==> src/rtl/game_pkg.sv <==
// Shared types and helpers for the countdown-timer game sequencer.
package game_pkg;
  localparam int BCD_W = 4;

  typedef enum logic [2:0] {
    S_IDLE  = 3'd0,
    S_READY = 3'd1,
    S_PLAY  = 3'd2,
    S_PAUSE = 3'd3,
    S_HOLD  = 3'd4,
    S_DONE  = 3'd5
  } state_t;

  // Parameter value (0..99) to {tens, ones} BCD pair for counter loads.
  function automatic logic [2*BCD_W-1:0] to_bcd(input int unsigned v);
    logic [BCD_W-1:0] t;
    logic [BCD_W-1:0] o;
    t = BCD_W'(v / 10);
    o = BCD_W'(v % 10);
    return {t, o};
  endfunction
endpackage

==> src/rtl/bcd_down_counter.sv <==
// Two-digit BCD down counter: synchronous load, enabled decrement, floors at 00.
module bcd_down_counter
  import game_pkg::*;
(
  input  logic               clk,
  input  logic               rst,
  input  logic               load,
  input  logic [2*BCD_W-1:0] load_val,
  input  logic               dec,
  output logic [BCD_W-1:0]   tens,
  output logic [BCD_W-1:0]   ones,
  output logic               is_one,
  output logic               is_zero
);
  assign is_zero = (tens == 4'd0) && (ones == 4'd0);
  assign is_one  = (tens == 4'd0) && (ones == 4'd1);

  always_ff @(posedge clk or negedge rst) begin
    if (!rst) begin
      tens <= '0;
      ones <= '0;
    end else if (load) begin
      {tens, ones} <= load_val;
    end else if (dec && !is_zero) begin
      if (ones == 4'd0) begin
        ones <= 4'd9;
        tens <= tens - 4'd1;
      end else begin
        ones <= ones - 4'd1;
      end
    end
  end
endmodule

==> src/rtl/game_sequencer.sv <==
// Round-level controller: READY -> PLAY (-> PAUSE) -> HOLD per round, then DONE.
// PAUSE support is built only when GAME_SEQ_PAUSE_EN is defined.
module game_sequencer
  import game_pkg::*;
#(
  parameter int GAME_SECONDS  = 60,
  parameter int READY_SECONDS = 3,
  parameter int HOLD_SECONDS  = 5,
  parameter int NUM_ROUNDS    = 3
) (
  input  logic       clk,
  input  logic       rst,
  input  logic       start,
  input  logic       pause,
  input  logic       one_second_pulse,
  output logic       prescaler_clr,
  output logic [3:0] time_tens,
  output logic [3:0] time_ones,
  output logic [3:0] round_num,
  output logic [2:0] state_code,
  output logic       game_active,
  output logic       game_finished
);
  localparam logic [2*BCD_W-1:0] READY_BCD  = to_bcd(READY_SECONDS);
  localparam logic [2*BCD_W-1:0] GAME_BCD   = to_bcd(GAME_SECONDS);
  localparam logic [2*BCD_W-1:0] HOLD_BCD   = to_bcd(HOLD_SECONDS);
  localparam logic [3:0]         LAST_ROUND = 4'(NUM_ROUNDS);

  state_t             state, state_nxt;
  logic [3:0]         round_nxt;
  logic               clr_nxt;
  logic               load, dec;
  logic [2*BCD_W-1:0] load_val;
  logic               is_one, is_zero;
  logic               tick;

  assign tick       = one_second_pulse;
  assign state_code = state;

`ifndef GAME_SEQ_PAUSE_EN
  logic unused_pause;
  assign unused_pause = pause;
`endif

  bcd_down_counter u_cnt (
    .clk      (clk),
    .rst      (rst),
    .load     (load),
    .load_val (load_val),
    .dec      (dec),
    .tens     (time_tens),
    .ones     (time_ones),
    .is_one   (is_one),
    .is_zero  (is_zero)
  );

  always_ff @(posedge clk or negedge rst) begin
    if (!rst) begin
      state         <= S_IDLE;
      round_num     <= '0;
      prescaler_clr <= 1'b0;
      game_active   <= 1'b0;
      game_finished <= 1'b0;
    end else begin
      state         <= state_nxt;
      round_num     <= round_nxt;
      prescaler_clr <= clr_nxt;
      game_active   <= (state_nxt == S_PLAY);
      game_finished <= (state_nxt == S_DONE);
    end
  end

  // Priority: start > pause > tick. Each timed phase reloads the counter and clears the prescaler.
  always_comb begin
    state_nxt = state;
    round_nxt = round_num;
    clr_nxt   = 1'b0;
    load      = 1'b0;
    load_val  = '0;
    dec       = 1'b0;
    if (start) begin
      state_nxt = S_READY;
      round_nxt = 4'd1;
      load      = 1'b1;
      load_val  = READY_BCD;
      clr_nxt   = 1'b1;
    end else begin
      case (state)
        S_READY: begin
          if (tick && is_one) begin
            state_nxt = S_PLAY;
            load      = 1'b1;
            load_val  = GAME_BCD;
            clr_nxt   = 1'b1;
          end else if (tick) begin
            dec = 1'b1;
          end
        end
        S_PLAY: begin
          // Reaching 00 wins over a coincident pause.
          if (tick && is_one) begin
            state_nxt = S_HOLD;
            load      = 1'b1;
            load_val  = HOLD_BCD;
            clr_nxt   = 1'b1;
          end
`ifdef GAME_SEQ_PAUSE_EN
          else if (pause) begin
            state_nxt = S_PAUSE;
            dec       = tick;
          end
`endif
          else if (tick) begin
            dec = 1'b1;
          end
        end
`ifdef GAME_SEQ_PAUSE_EN
        S_PAUSE: begin
          if (pause) begin
            state_nxt = S_PLAY;
            clr_nxt   = 1'b1;
          end
        end
`endif
        S_HOLD: begin
          if (tick && is_one) begin
            if (round_num < LAST_ROUND) begin
              state_nxt = S_READY;
              round_nxt = round_num + 4'd1;
              load      = 1'b1;
              load_val  = READY_BCD;
              clr_nxt   = 1'b1;
            end else begin
              state_nxt = S_DONE;
              dec       = 1'b1;
            end
          end else if (tick) begin
            dec = 1'b1;
          end
        end
        default: ;
      endcase
    end
  end
endmodule

==> config.mk <==
export PLATFORM = sky130hd
export DESIGN_NAME = game_sequencer
export DESIGN_NICKNAME = d
export VERILOG_FILES = /design/src/rtl/game_pkg.sv /design/src/rtl/bcd_down_counter.sv /design/src/rtl/game_sequencer.sv
export SDC_FILE = /design/constraint.sdc
export NUM_CORES = 1
export LEC_CHECK = 0
export CAP_MARGIN = 30
export CORE_MARGIN = 4
export CORE_UTILIZATION = 53
export DETAILED_ROUTE_END_ITERATION = 7
export GPL_ROUTABILITY_DRIVEN = 0
export MAX_ROUTING_LAYER = met4
export PLACE_DENSITY = 0.92
export SYNTH_ARGS = -nofsm -noshare
export SYNTH_HDL_FRONTEND = slang
export SYNTH_SLANG_ARGS = --single-unit
==> constraint.sdc <==
create_clock -name clk -period 4.21 [get_ports clk]
set_clock_uncertainty 0.2 [all_clocks]
set_input_delay 1.0525 -clock clk [delete_from_list [all_inputs] [get_ports clk]]
set_output_delay 1.0525 -clock clk [all_outputs]
set_load 0.05 [all_outputs]
# After elaboration in Yosys (flattened, before gate mapping)
# Index checks and enable logic that the tools add are counted.
[op_classes]
addsub = 3
multipliers = 0
div = 0
n_lt_le_gt_ge = 1
n_eq_ne = 6
n_shift = 0
n_mux = 33
bitwise_logic = 0
reduce_logical = 15
[op_table]
columns = ["cell", "count"]
rows = [
  ["4-bit 2-to-1 mux", 10],
  ["7-bit one-hot mux with 3 select lines", 1],
  ["3-bit 2-to-1 mux", 6],
  ["7-bit 2-to-1 mux", 2],
  ["2-bit nonzero test", 5],
  ["1-bit 2-to-1 mux", 9],
  ["3-bit one-hot mux with 3 select lines", 1],
  ["4-bit logical NOT", 2],
  ["4-bit by 1-bit subtractor with 4-bit output (second input constant)", 2],
  ["3-bit by 2-bit == test with 1-bit output (second input constant)", 2],
  ["3-bit == test (second input constant)", 2],
  ["4-bit by 1-bit adder with 4-bit output (second input constant)", 1],
  ["4-bit by 1-bit == test with 1-bit output (second input constant)", 1],
  ["1-bit logical AND", 4],
  ["4-bit by 2-bit < comparator with 1-bit output (second input constant)", 1],
  ["2-bit 2-to-1 mux", 2],
  ["1-bit one-hot mux with 2 select lines", 2],
  ["3-bit by 1-bit == test with 1-bit output (second input constant)", 1],
  ["3-bit AND reduction", 1],
  ["2-bit AND reduction", 1],
  ["2-bit OR reduction", 1],
  ["1-bit logical NOT", 1],
]
[word_totals]
reg_bits = 18
latch_bits = 0
mem_bits_rw = 0
rom_bits = 0
out_inout_bits = 18
elab_cells = 65
n_memories = 0

# Logic depth before layout (Yosys ltp)
[depth]
depth_word = 9
ltp_mapped = 8
mapped_depth_nobuf = 7

# By module
# From an unflattened synthesis, not the netlist that was laid out.
[unflattened]
cells_unflattened = 111
hier_area_um2 = 1059.8
[by_module_without_submodules]
columns = ["module", "n_inst", "cells_per_inst", "area_per_inst_um2", "seq_area_each_um2"]
rows = [
  ["game_sequencer", 1, 57, 554.3, 250.2],
  ["bcd_down_counter", 1, 54, 505.5, 200.2],
]

# Worst setup path after synthesis
# No wires, ideal clock.
[synth_timing]
path_type = "input to register"
from = "in start"
to = "reg u_cnt.tens[1]"
setup_time_ps = 126
arrival_ps = 2097
required_time_ps = 3884
path_slack_ps = 1787
stages = 6
n_path_buf = 1
path_cell_list = "buf_2 > clkinv_1 > o2111ai_2 > nor4_4 > a21oi_1 > o32a_1"
[synth_between]
elab_chain_len = 4
elab_cells_between_ends = 8
cone_classes = "4 x mux; 4 x reduce/logical"
[synth_rtl]
columns = ["item", "line_no", "source"]
rows = [
  ["start: declaration", "game_sequencer.sv:13", "input logic start,"],
  ["1-bit 2-to-1 mux", "game_sequencer.sv:81", "if (start) begin"],
  ["1-bit logical AND", "bcd_down_counter.sv:24", "end else if (dec && !is_zero) begin"],
  ["2-bit nonzero test (no source line)", "-", ""],
  ["2-bit AND reduction (no source line)", "-", ""],
  ["end signal: assignment", "bcd_down_counter.sv:23", "{tens, ones} <= load_val;"],
  ["end signal: assignment", "bcd_down_counter.sv:27", "tens <= tens - 4'd1;"],
  ["end: declaration", "bcd_down_counter.sv:10", "output logic [BCD_W-1:0] tens,"],
]
# Parallel ways exist; a longest one is shown, timed or not.
# A chain may end at the register's enable or synchronous reset.

# Worst setup path after layout
[layout_timing]
from = "reg state[1], in the netlist state_code[1]"
to = "out state_code[1]"
[layout_lines]
columns = ["item", "line_no", "source"]
rows = [
  ["start: declaration", "game_sequencer.sv:29", "state_t state, state_nxt;"],
  ["start signal: assignment", "game_sequencer.sv:65", "state <= state_nxt;"],
  ["end: declaration", "game_sequencer.sv:20", "output logic [2:0] state_code,"],
]
# No word-level cell between the ends.

==> results <==
- The post-detailed-placement half-perimeter wirelength is 1497 um.
- The end point of the worst hold path is round_num[3].
- The clock latency of the later-clocked register in the worst-skew pair is 0.29 ns.
- The final critical delay including setup and external delays is 3.030 ns.
- The number of antenna violations at the first check in global routing came to 0.
- Of all cell types, the one taking the most synthesized area is sky130_fd_sc_hd__dfrtp_1.
- The number of hold buffers added after CTS was 0.
- For this block, the initial DRC count from the detailed router was 11.
- The worst-case setup margin in the final layout is 1.180 ns.
- The number of gates resized after CTS was 0.
- The share of flip-flops with an asynchronous set or reset after synthesis is 100.0%.
- The worst setup path is launched from a register.
- The most used standard cell by instance count after synthesis is sky130_fd_sc_hd__dfrtp_1.
- Of all nets on the critical path, the largest fanout is 13.
- Together, buffers and inverters on the worst path number 1.
- The commonest cells after synthesis are sky130_fd_sc_hd__dfrtp_1, sky130_fd_sc_hd__nor2_1, sky130_fd_sc_hd__nand2_1.
- The min-delay analysis places its worst path in the category reg -> reg.
- TritonCTS built the clock tree.
- The final setup violation count is 0.
- The reported max-cap violation count is 0.
- Summed over all cells, the static leakage comes to 0.4835 nW.
- The critical path goes through clkdlybuf4s50_1.
- The fraction of the mapped netlist area in compound gates is 16.28%.
- For this run, the post-layout net count is 129.
- Across every metal layer, demand over resource in global routing totals 18.59%.
- Multiplexer cells account for 2.895% of the synthesized area.
- Setup repair after global routing left no endpoint under its margin.
- The first detailed-routing pass took 4 iterations.
- The maximum ir drop on the vdd rail is 217.7 uV.
- At the worst endpoint, the required time is 2.96 ns.
- The number of synthesized register bits is 18.
- The share of synthesized area in the top cell type comes to 43.43%.
- The post-synthesis instance area is 0.001037 mm^2.
- The total congestion overflow after global routing is 0.
- After Yosys synthesis, XOR and XNOR cells account for 4.101% of the synthesized area.
- The remaining number of nets flagged by the antenna check after routing is 0.
- The floorplan has 15 rows.
- The instance count on the critical path is 1.
- The fraction of final layout cells with drive strength greater than 1 is 15.70%.
- The buffer depth of the longest clock path is 2.
- The final clock period utilization by the worst path is 71.96%.
- The count of placed standard cells including taps is 142.
- Yosys printed 0 warnings.
- For the pin with the worst max-slew slack, the measured transition is 0.7688 ns.
- 0 antenna diodes ended up in the layout.
- The worst hold path cell count is 1.
- Clock-pin slew was measured on the worst setup and hold paths at 0.09 ns.
- Fill cells in the final layout number 128.
- Among all flip-flop cells after synthesis, the most frequent one is sky130_fd_sc_hd__dfrtp_1.
- The final layout contains routed wiring with a total length of 2061 um.
- After detailed routing, the number of remaining DRC violations is 0.
- Counting every sink on the clock net gives 18.
- The total of buffers placed on input and output ports is 21.
- Synthesis handed over a netlist of 101 instances.
- The delay of the slowest cell on the worst path is 0.88 ns.
- After synthesis, the cell types taking the most area are sky130_fd_sc_hd__dfrtp_1, sky130_fd_sc_hd__nor2_1, sky130_fd_sc_hd__mux2i_1, sky130_fd_sc_hd__xnor2_1, sky130_fd_sc_hd__a211oi_2.
- The number of placed I/O pins is 23.
- The setup TNS is 0 ns.
- The die outline height is 52.24 um.
- The type of the worst setup path is reg -> out.
- The portion of the post-synthesis area used by sequential elements is 43.43%.
- For this design, the slowest cell found on the critical path is sky130_fd_sc_hd__clkdlybuf4s50_1.
- Buffers added to address setup during post-CTS repair amount to 0.
- The level count of the clock H-tree is 1.
- The post-synthesis share of cell area spent on and, or, nand and nor gates is 25.81%.
- The endpoint identified for the worst register-to-register timing path is u_cnt.tens[2].
- Based on the critical path, the design can be clocked at up to 0.3301 GHz.
- Entering global routing, the biggest net connects 19 pins.
- The critical path data arrival time is 1.78 ns.
- The arithmetic-cell share of the synthesized area counting full adders, half adders and majority gates is 2.413%.
- The total number of vias is 816.
- At the placement stage, the worst setup path has a slack of 1.051 ns.
- The library cell used as clock root buffer is sky130_fd_sc_hd__clkbuf_4.
- Once the floorplan was initialized, standard cells occupied 58.18% of the core.
- The horizontal die dimension is 52.24 um.
- The flow ran to the end, and the final reports show no timing, DRC or antenna violations.
- The area added between synthesis and finish is 23.52%.
- The power density over the cells is 264.9 mW/mm^2.
- The final number of max-transition violations is 0.
- The via count of the first global-routing pass is 778.
- The minimum setup slack among reg-to-reg paths is 1.64 ns.
- The average wire length per cell after detail routing is 14.12 um.
- The length in cells of the worst reg-to-reg path is 7.
- The worst setup path is captured at a primary output.
- Once layout is complete, the cells apart from fillers number 146.
- The number of unique standard cell types used by synthesis is 41.
- By area, the combinational part of the netlist is dominated by simple AND/OR/NAND/NOR gates.
- The family with the most delay on the worst path is buffers and inverters.
- The number of enable-type register cells in the synthesized netlist is 0.
- After detailed routing, the number of vias per cell comes to 5.589.
- A synthesized cell averages 10.27 um^2.
- In this run the critical register-to-register path is launched from u_cnt.tens[0].
- The start point of the worst hold path is round_num[3].
- The floorplan core area is 0.001783 mm^2.
- The post-route core utilization is 71.86%.
- When the netlist entered floorplanning its net count stood at 108.
- The first global-routing pass estimated 3574 um of wire.
- Power comes to 0.0003394 W.
- The relative slew slack is 48.59%.
- The overall die area is 0.002729 mm^2.
- In this run, CTS created clock tree buffers numbering 3.
- The number of failing hold endpoints at the final stage is 0.
==> worst max-delay path by stage <==
stage | startpoint | end | slack (ns)
4_1_cts | state_code[1] | state_code[1] | 1.17
2_1_floorplan | start | u_cnt.tens[1] | 1.79
5_1_grt | state_code[1] | state_code[1] | 1.08
6_report | state_code[1] | state_code[1] | 1.18
3_5_place_dp | start | u_cnt.tens[1] | 1.05
3_3_place_gp | start | u_cnt.tens[1] | 1.10
==> state kept, by name, indices dropped and copies added (netlist names) <==
signal         flops
game_active        1
u_cnt.ones         4
u_cnt.tens         4
game_finished      1
round_num          4
prescaler_clr      1
state_code         3
==> layout make-up <==
cell class / instances / area, um^2 / area share (%)
timing repair buffer: 21 / 210.2 / 16.41
inverter: 5 / 18.77 / 1.465
multi-input combinational: 73 / 534.3 / 41.70
sequential: 18 / 450.4 / 35.16
tap: 25 / 31.28 / 2.441
clock buffer: 4 / 36.28 / 2.832
==> cells by family after synthesis <==
group	after synthesis
compound gates	21
mux	3
fa+ha+maj	2
buf+inv	10
flops	18
simple gates	43
xor+xnor	4
==> cell usage in the layout, fill, tap and decap left out, types with 2 or more instances in the layout <==
cell | synthesis | routed
sky130_fd_sc_hd__clkdlybuf4s50_1 | 0 | 21
sky130_fd_sc_hd__dfrtp_1 | 18 | 18
sky130_fd_sc_hd__nor2_1 | 14 | 14
sky130_fd_sc_hd__nand2_1 | 6 | 6
sky130_fd_sc_hd__inv_1 | 4 | 4
sky130_fd_sc_hd__nor3_1 | 4 | 4
sky130_fd_sc_hd__o21ai_0 | 4 | 4
sky130_fd_sc_hd__a21oi_1 | 4 | 4
sky130_fd_sc_hd__nor3b_1 | 3 | 3
sky130_fd_sc_hd__mux2i_1 | 3 | 3
sky130_fd_sc_hd__nor2b_1 | 3 | 3
sky130_fd_sc_hd__xnor2_1 | 3 | 3
sky130_fd_sc_hd__clkbuf_4 | 0 | 3
sky130_fd_sc_hd__a211oi_2 | 2 | 2
sky130_fd_sc_hd__o21ai_1 | 2 | 2
sky130_fd_sc_hd__ha_1 | 2 | 2
==> through the flow <==
step	hold WS (ns)	cell area [um^2]
2_1_floorplan	0.5569	1037
3_3_place_gp	0.3055	1245
3_5_place_dp	0.3252	1245
4_1_cts	0.3473	1281
5_1_grt	0.3837	1281
6_report	0.3406	1281
==> per-layer routing <==
metal	track usage [%]	share of wire, %	vias to the layer above
li1	-	-	397
met1	23.60	46	395
met2	28.24	48	17
met3	2.564	3.2	7
met4	11.06	3.1	0
met5	-	0	-
==> where the power goes <==
| part | total [W] | switching (W) | internal [W] | leakage, nW |
|---|---|---|---|---|
| Clock | 0.000104 | 0.0000516 | 0.0000527 | 0.0210 |
| Sequential | 0.000183 | 0.00000656 | 0.000176 | 0.227 |
| Combinational | 0.0000521 | 0.0000333 | 0.0000187 | 0.235 |
Power figures use the tool's default switching activity.
==> variant 1 (same settings) <==
Build with the macro `GAME_SEQ_PAUSE_EN` defined.
--- a/src/rtl/game_sequencer.sv
+++ b/src/rtl/game_sequencer.sv
@@ -1,5 +1,7 @@
 // Round-level controller: READY -> PLAY (-> PAUSE) -> HOLD per round, then DONE.
 // PAUSE support is built only when GAME_SEQ_PAUSE_EN is defined.
+`define GAME_SEQ_PAUSE_EN
+
 module game_sequencer
   import game_pkg::*;
 #(
Formal check against the unedited RTL: not equivalent (a bounded check fails within 10 cycles, from zero or initial values and one cycle with rst low).
==> variant 1 against the original RTL <==
Routed wire length is 29% higher. Sequential cell count stayed put. Fmax is 2.6% lower. Sequential share of layout area is 1.6 points lower. Die area is 4.4% higher. Synthesized area is 5.2% higher. Setup slack worse by 0.079 ns. Design area is 4.9% higher. Count of clock-buffer cells in the layout stayed put.
Power is not compared: it rests on default switching activity, and its combinational part moved more than twofold at a synthesized area within 25%.
==> variant 1: results (changes against the original RTL) <==
| Metric | Value |
|---|---|
| Antenna violations before repair | `0 (unchanged)` |
| Placed inst area | `1310 µm² (was 1240 µm²)` |
| Fin nets | `145 (was 129)` |
| Total via count in the routed design | `991 (was 816)` |
| Detailed router's first-iteration violation count | `29 (was 11)` |
| Slew @ Worst Pin | `0.814 ns (was 0.769 ns)` |
| Wire length reported by the detailed router | `2650 µm (was 2060 µm)` |
| Min-Delay Startpoint | `round_num[2] (was round_num[3])` |
| Largest cells by area after synthesis | `dfrtp_1 41%, nor2_1 3.8%, a21oi_1 3.7% (was dfrtp_1 43%, nor2_1 5.1%, mux2i_1 2.9%)` |
| Compound-cell area share of the yosys netlist | `20.9% (was 16.3%)` |
| Number of buffers inserted by port buffering | `22 (was 21)` |
| Count of filler cells inserted in the layout | `178 (was 128)` |
| Nets in the synthesized netlist | `125 (was 108)` |
| Overall fraction of global-route tracks in use | `22.5% (was 18.6%)` |
| Synthesized-area fraction occupied by xor and xnor cells | `3.21% (was 4.10%)` |
| Worst-Skew Late Latency | `approximately 0.3 ns` |
| CP arrival | `1.86 ns (was 1.78 ns)` |
| Largest fanout on the critical path | `17 (was 13)` |
| Delay of the slowest cell on the worst path | `0.90 ns (was 0.88 ns)` |
| Sequential share of the synthesized area | `41.3% (was 43.4%)` |
| Post-detailed-placement half-perimeter wirelength | `1910 µm (was 1500 µm)` |
| Cell chosen for the clock root | `clkbuf_4 (unchanged)` |
| Number of buffers inserted by post-CTS setup repair | `0 (unchanged)` |
| Number of global-route vias before repair | `939 (was 778)` |
| Status | `complete, no violations (unchanged)` |
| Fraction of layout cells with a size suffix above 1 | `8.82% (was 15.7%)` |
| Multiplexer fraction of the synthesized cell area | `2.29% (was 2.90%)` |
| Count of distinct cell types in the synthesized netlist | `42 (was 41)` |
| Arithmetic-cell share of the synthesized area counting full adders, half adders and majority gates | `3.44% (was 2.41%)` |
| Family with the most delay on the worst path | `buffers and inverters (unchanged)` |
| Maximum clock insertion buffer count | `2 (unchanged)` |
| Cell types with the highest counts after synthesis | `18 x dfrtp_1, 11 x nor2_1, 8 x a21oi_1, 8 x o21ai_0, 7 x nand2_1 (was 18 x dfrtp_1, 14 x nor2_1, 6 x nand2_1)` |
-- variant 1: cell type report --
type | count | area [µm²] | share of cell area [%]
Clock buffer | 4 | 36.3 | 2.70
Inverter | 6 | 22.5 | 1.68
Multi-Input combinational cell | 86 | 581 | 43.2
Sequential cell | 18 | 450 | 33.5
Tap cell | 27 | 33.8 | 2.51
Timing Repair Buffer | 22 | 220 | 16.4
-- variant 1: cells by family after synthesis --
kind of cell | Yosys count
mux | 2
compound gates | 33
xor+xnor | 4
fa+ha+maj | 3
simple gates | 44
flops | 18
buf+inv | 13
-- variant 1: path summary, 6_finish.rpt --
check                           endpoint  slack [ns]  depth (start not counted)
max in group asynchronous  u_cnt.tens[0]        2.29                          1
min in group asynchronous  u_cnt.ones[0]        1.00                          1
max reg2reg                u_cnt.ones[0]        1.58                          7
max                        state_code[1]        1.10                          1
min reg2reg                 round_num[2]        0.33                          1
min                         round_num[2]        0.33                          1
-- variant 1: metal layers --
metal | global-route usage [%] | wire length, µm | vias up
li1 | - | - | 466
met1 | 27.4 | 1150 | 476
met2 | 37.6 | 1320 | 44
met3 | 4.51 | 151 | 5
met4 | 6.38 | 30 | 0
met5 | - | 0 | -
-- variant 1: metrics by stage --
| step | std cells | setup WS (ns) |
|---|---|---|
| floorplan | 117 | 1.48 |
| global placement | 159 | 0.968 |
| detailed placement | 159 | 0.944 |
| CTS | 163 | 1.10 |
| global route | 163 | 1.02 |
| finish | 163 | 1.10 |
-- variant 1: power by group through the flow --
stage / clock [W] / sequential [W] / combinational [W]
CTS: 0.000113 / 0.000215 / 0.000188
global placement: 0 / 0.000216 / 0.000182
detailed placement: 0 / 0.000218 / 0.000186
global route: 0.000120 / 0.000219 / 0.000201
finish: 0.000111 / 0.000216 / 0.000188
floorplan: 0 / 0.000260 / 0.0000892
==> variant 2 (same flow settings) <==
Without the edit above. The output `game_finished` loses its register stage (`game_finished` becomes a continuous assignment).
--- a/src/rtl/game_sequencer.sv
+++ b/src/rtl/game_sequencer.sv
@@ -60,15 +60,15 @@
       round_num     <= '0;
       prescaler_clr <= 1'b0;
       game_active   <= 1'b0;
-      game_finished <= 1'b0;
     end else begin
       state         <= state_nxt;
       round_num     <= round_nxt;
       prescaler_clr <= clr_nxt;
       game_active   <= (state_nxt == S_PLAY);
-      game_finished <= (state_nxt == S_DONE);
     end
   end
+
+  assign game_finished = (state_nxt == S_DONE);
 
   // Priority: start > pause > tick. Each timed phase reloads the counter and clears the prescaler.
   always_comb begin
Check against the original RTL: no difference found for any inputs over 10 cycles, from zero or initial values and one cycle with rst low; that may be too few to reach the edited logic, so the function may still have changed.
==> variant 2 against the original RTL <==
Synthesized area rose by 1.6%. Setup slack got worse by 0.82 ns. Routed wire length rose by 15%. Design area rose by 2.9%. Sequential cell count fell by 1. Largest cell class unchanged.
Power is not compared: it rests on default switching activity, and its combinational part moved more than twofold at a synthesized area within 25%.
==> variant 2: results (changes against the original RTL) <==
| Metric | Value |
|---|---|
| Largest cells by area after synthesis | `dfrtp_1 40%, nor2_1 5.0%, a21oi_1 4.3% (was dfrtp_1 43%, nor2_1 5.1%, mux2i_1 2.9%)` |
| Sequential share of the synthesized area | `40.4% (was 43.4%)` |
| H-tree depth reported by CTS | `1 (unchanged)` |
| Multiplexer fraction of the synthesized cell area | `1.90% (was 2.90%)` |
| Total via count in the routed design | `920 (was 816)` |
| Fin nets | `138 (was 129)` |
| Pre-Repair DR Iteration Count | `5 (was 4)` |
| Slew @ Worst Pin | `0.760 ns (was 0.769 ns)` |
| Leakage | `a little over 0.5 nW` |
| Overall fraction of global-route tracks in use | `19.5% (was 18.6%)` |
| Post-detailed-placement half-perimeter wirelength | `1710 µm (was 1500 µm)` |
| Commonest register cell after synthesis | `dfrtp_1 (unchanged)` |
| Worst-Skew Late Latency | `0.30 ns` |
| Largest fanout on the critical path | `4 (was 13)` |
| Arithmetic-cell share of the synthesized area counting full adders, half adders and majority gates | `2.38% (was 2.41%)` |
| Status | `complete, no violations (unchanged)` |
| Number of global-route vias before repair | `894 (was 778)` |
| Delay of the slowest cell on the worst path | `0.53 ns (was 0.88 ns)` |
| CP arrival | `2.60 ns (was 1.78 ns)` |
| Nets in the synthesized netlist | `115 (was 108)` |
| Tightest Hold Check Type | `reg -> reg (unchanged)` |
| Largest net degree at the start of global routing | `18 (was 19)` |
| Detailed-route wire length per cell | `15.3 µm (was 14.1 µm)` |
| Compound-cell area share of the yosys netlist | `16.0% (was 16.3%)` |
| VDD IR max | `0.000216 V` |
| Fraction of layout cells with a size suffix above 1 | `14.6% (was 15.7%)` |
| Largest registers | `round_num x4, u_cnt.ones x4, u_cnt.tens x4 (unchanged)` |
| Antenna violations before repair | `0 (unchanged)` |
| Synthesized-area fraction occupied by xor and xnor cells | `3.33% (was 4.10%)` |
| Num CTS Buffers | `3 (unchanged)` |
| Count of distinct cell types in the synthesized netlist | `40 (was 41)` |
| Slowest cell on the critical path | `clkdlybuf4s50_1 (unchanged)` |
| Pre-CTS setup slack | `0.381 ns (was 1.05 ns)` |
| Detailed router's first-iteration violation count | `21 (was 11)` |
| First-pass GRT wire length | `3950 µm (was 3570 µm)` |
| Cell types with the highest counts after synthesis | `17 x dfrtp_1, 14 x nor2_1, 9 x a21oi_1 (was 18 x dfrtp_1, 14 x nor2_1, 6 x nand2_1)` |
[variant 2: layout make-up]
type	instances	area (µm²)
inverter	5	18.8
sequential	17	425
tap	25	31.3
timing repair buffer	23	235
fill	130	483
multi-input combinational	81	581
clock buffer	3	22.5
clock inverter	1	5.00
[variant 2: worst paths after layout]
check	startpoint	end	slack, ns
worst max-delay path	one_second_pulse	game_finished	0.36
worst min-delay path	round_num[2]	round_num[2]	0.36
worst max register to register	u_cnt.tens[0]	u_cnt.ones[2]	1.86
worst min register to register	round_num[2]	round_num[2]	0.36
max in group asynchronous	rst	round_num[1]	2.34
min in group asynchronous	rst	state_code[2]	0.99
[variant 2: cells by family (layout without fill, tap and decap cells)]
family	after synthesis	count (layout)
and+or+nand+nor	48	48
AOI/OAI and AO/OA	25	25
DFF	17	17
buffers and inverters	10	32
xor gates and xnor gates	4	4
adders and majority gates	2	2
muxes	2	2
[variant 2: stage by stage]
| step | std cells | power (W) |
|---|---|---|
| floorplan | 108 | 0.000334 |
| global placement | 151 | 0.000379 |
| detailed placement | 151 | 0.000385 |
| CTS | 155 | 0.000472 |
| global route | 155 | 0.000497 |
| finish | 155 | 0.000473 |
[variant 2: routing by layer]
layer  global-route usage, %  part of all wire, %  up-vias  wire length [µm]
met5                       -                    0        -                 0
met4                    5.96                  1.1        0                27
met3                    4.27                  4.3        5               102
met2                    31.4                   48       17              1150
met1                    24.4                   46      464              1100
li1                        -                    -      434                 -
[variant 2: power groups by stage]
stage / sequential (W) / combinational [W] / clock, W
finish: 0.000202 / 0.000181 / 0.0000898
global route: 0.000205 / 0.000192 / 0.0000992
CTS: 0.000201 / 0.000181 / 0.0000900
detailed placement: 0.000205 / 0.000180 / 0
global placement: 0.000203 / 0.000176 / 0
floorplan: 0.000242 / 0.0000917 / 0
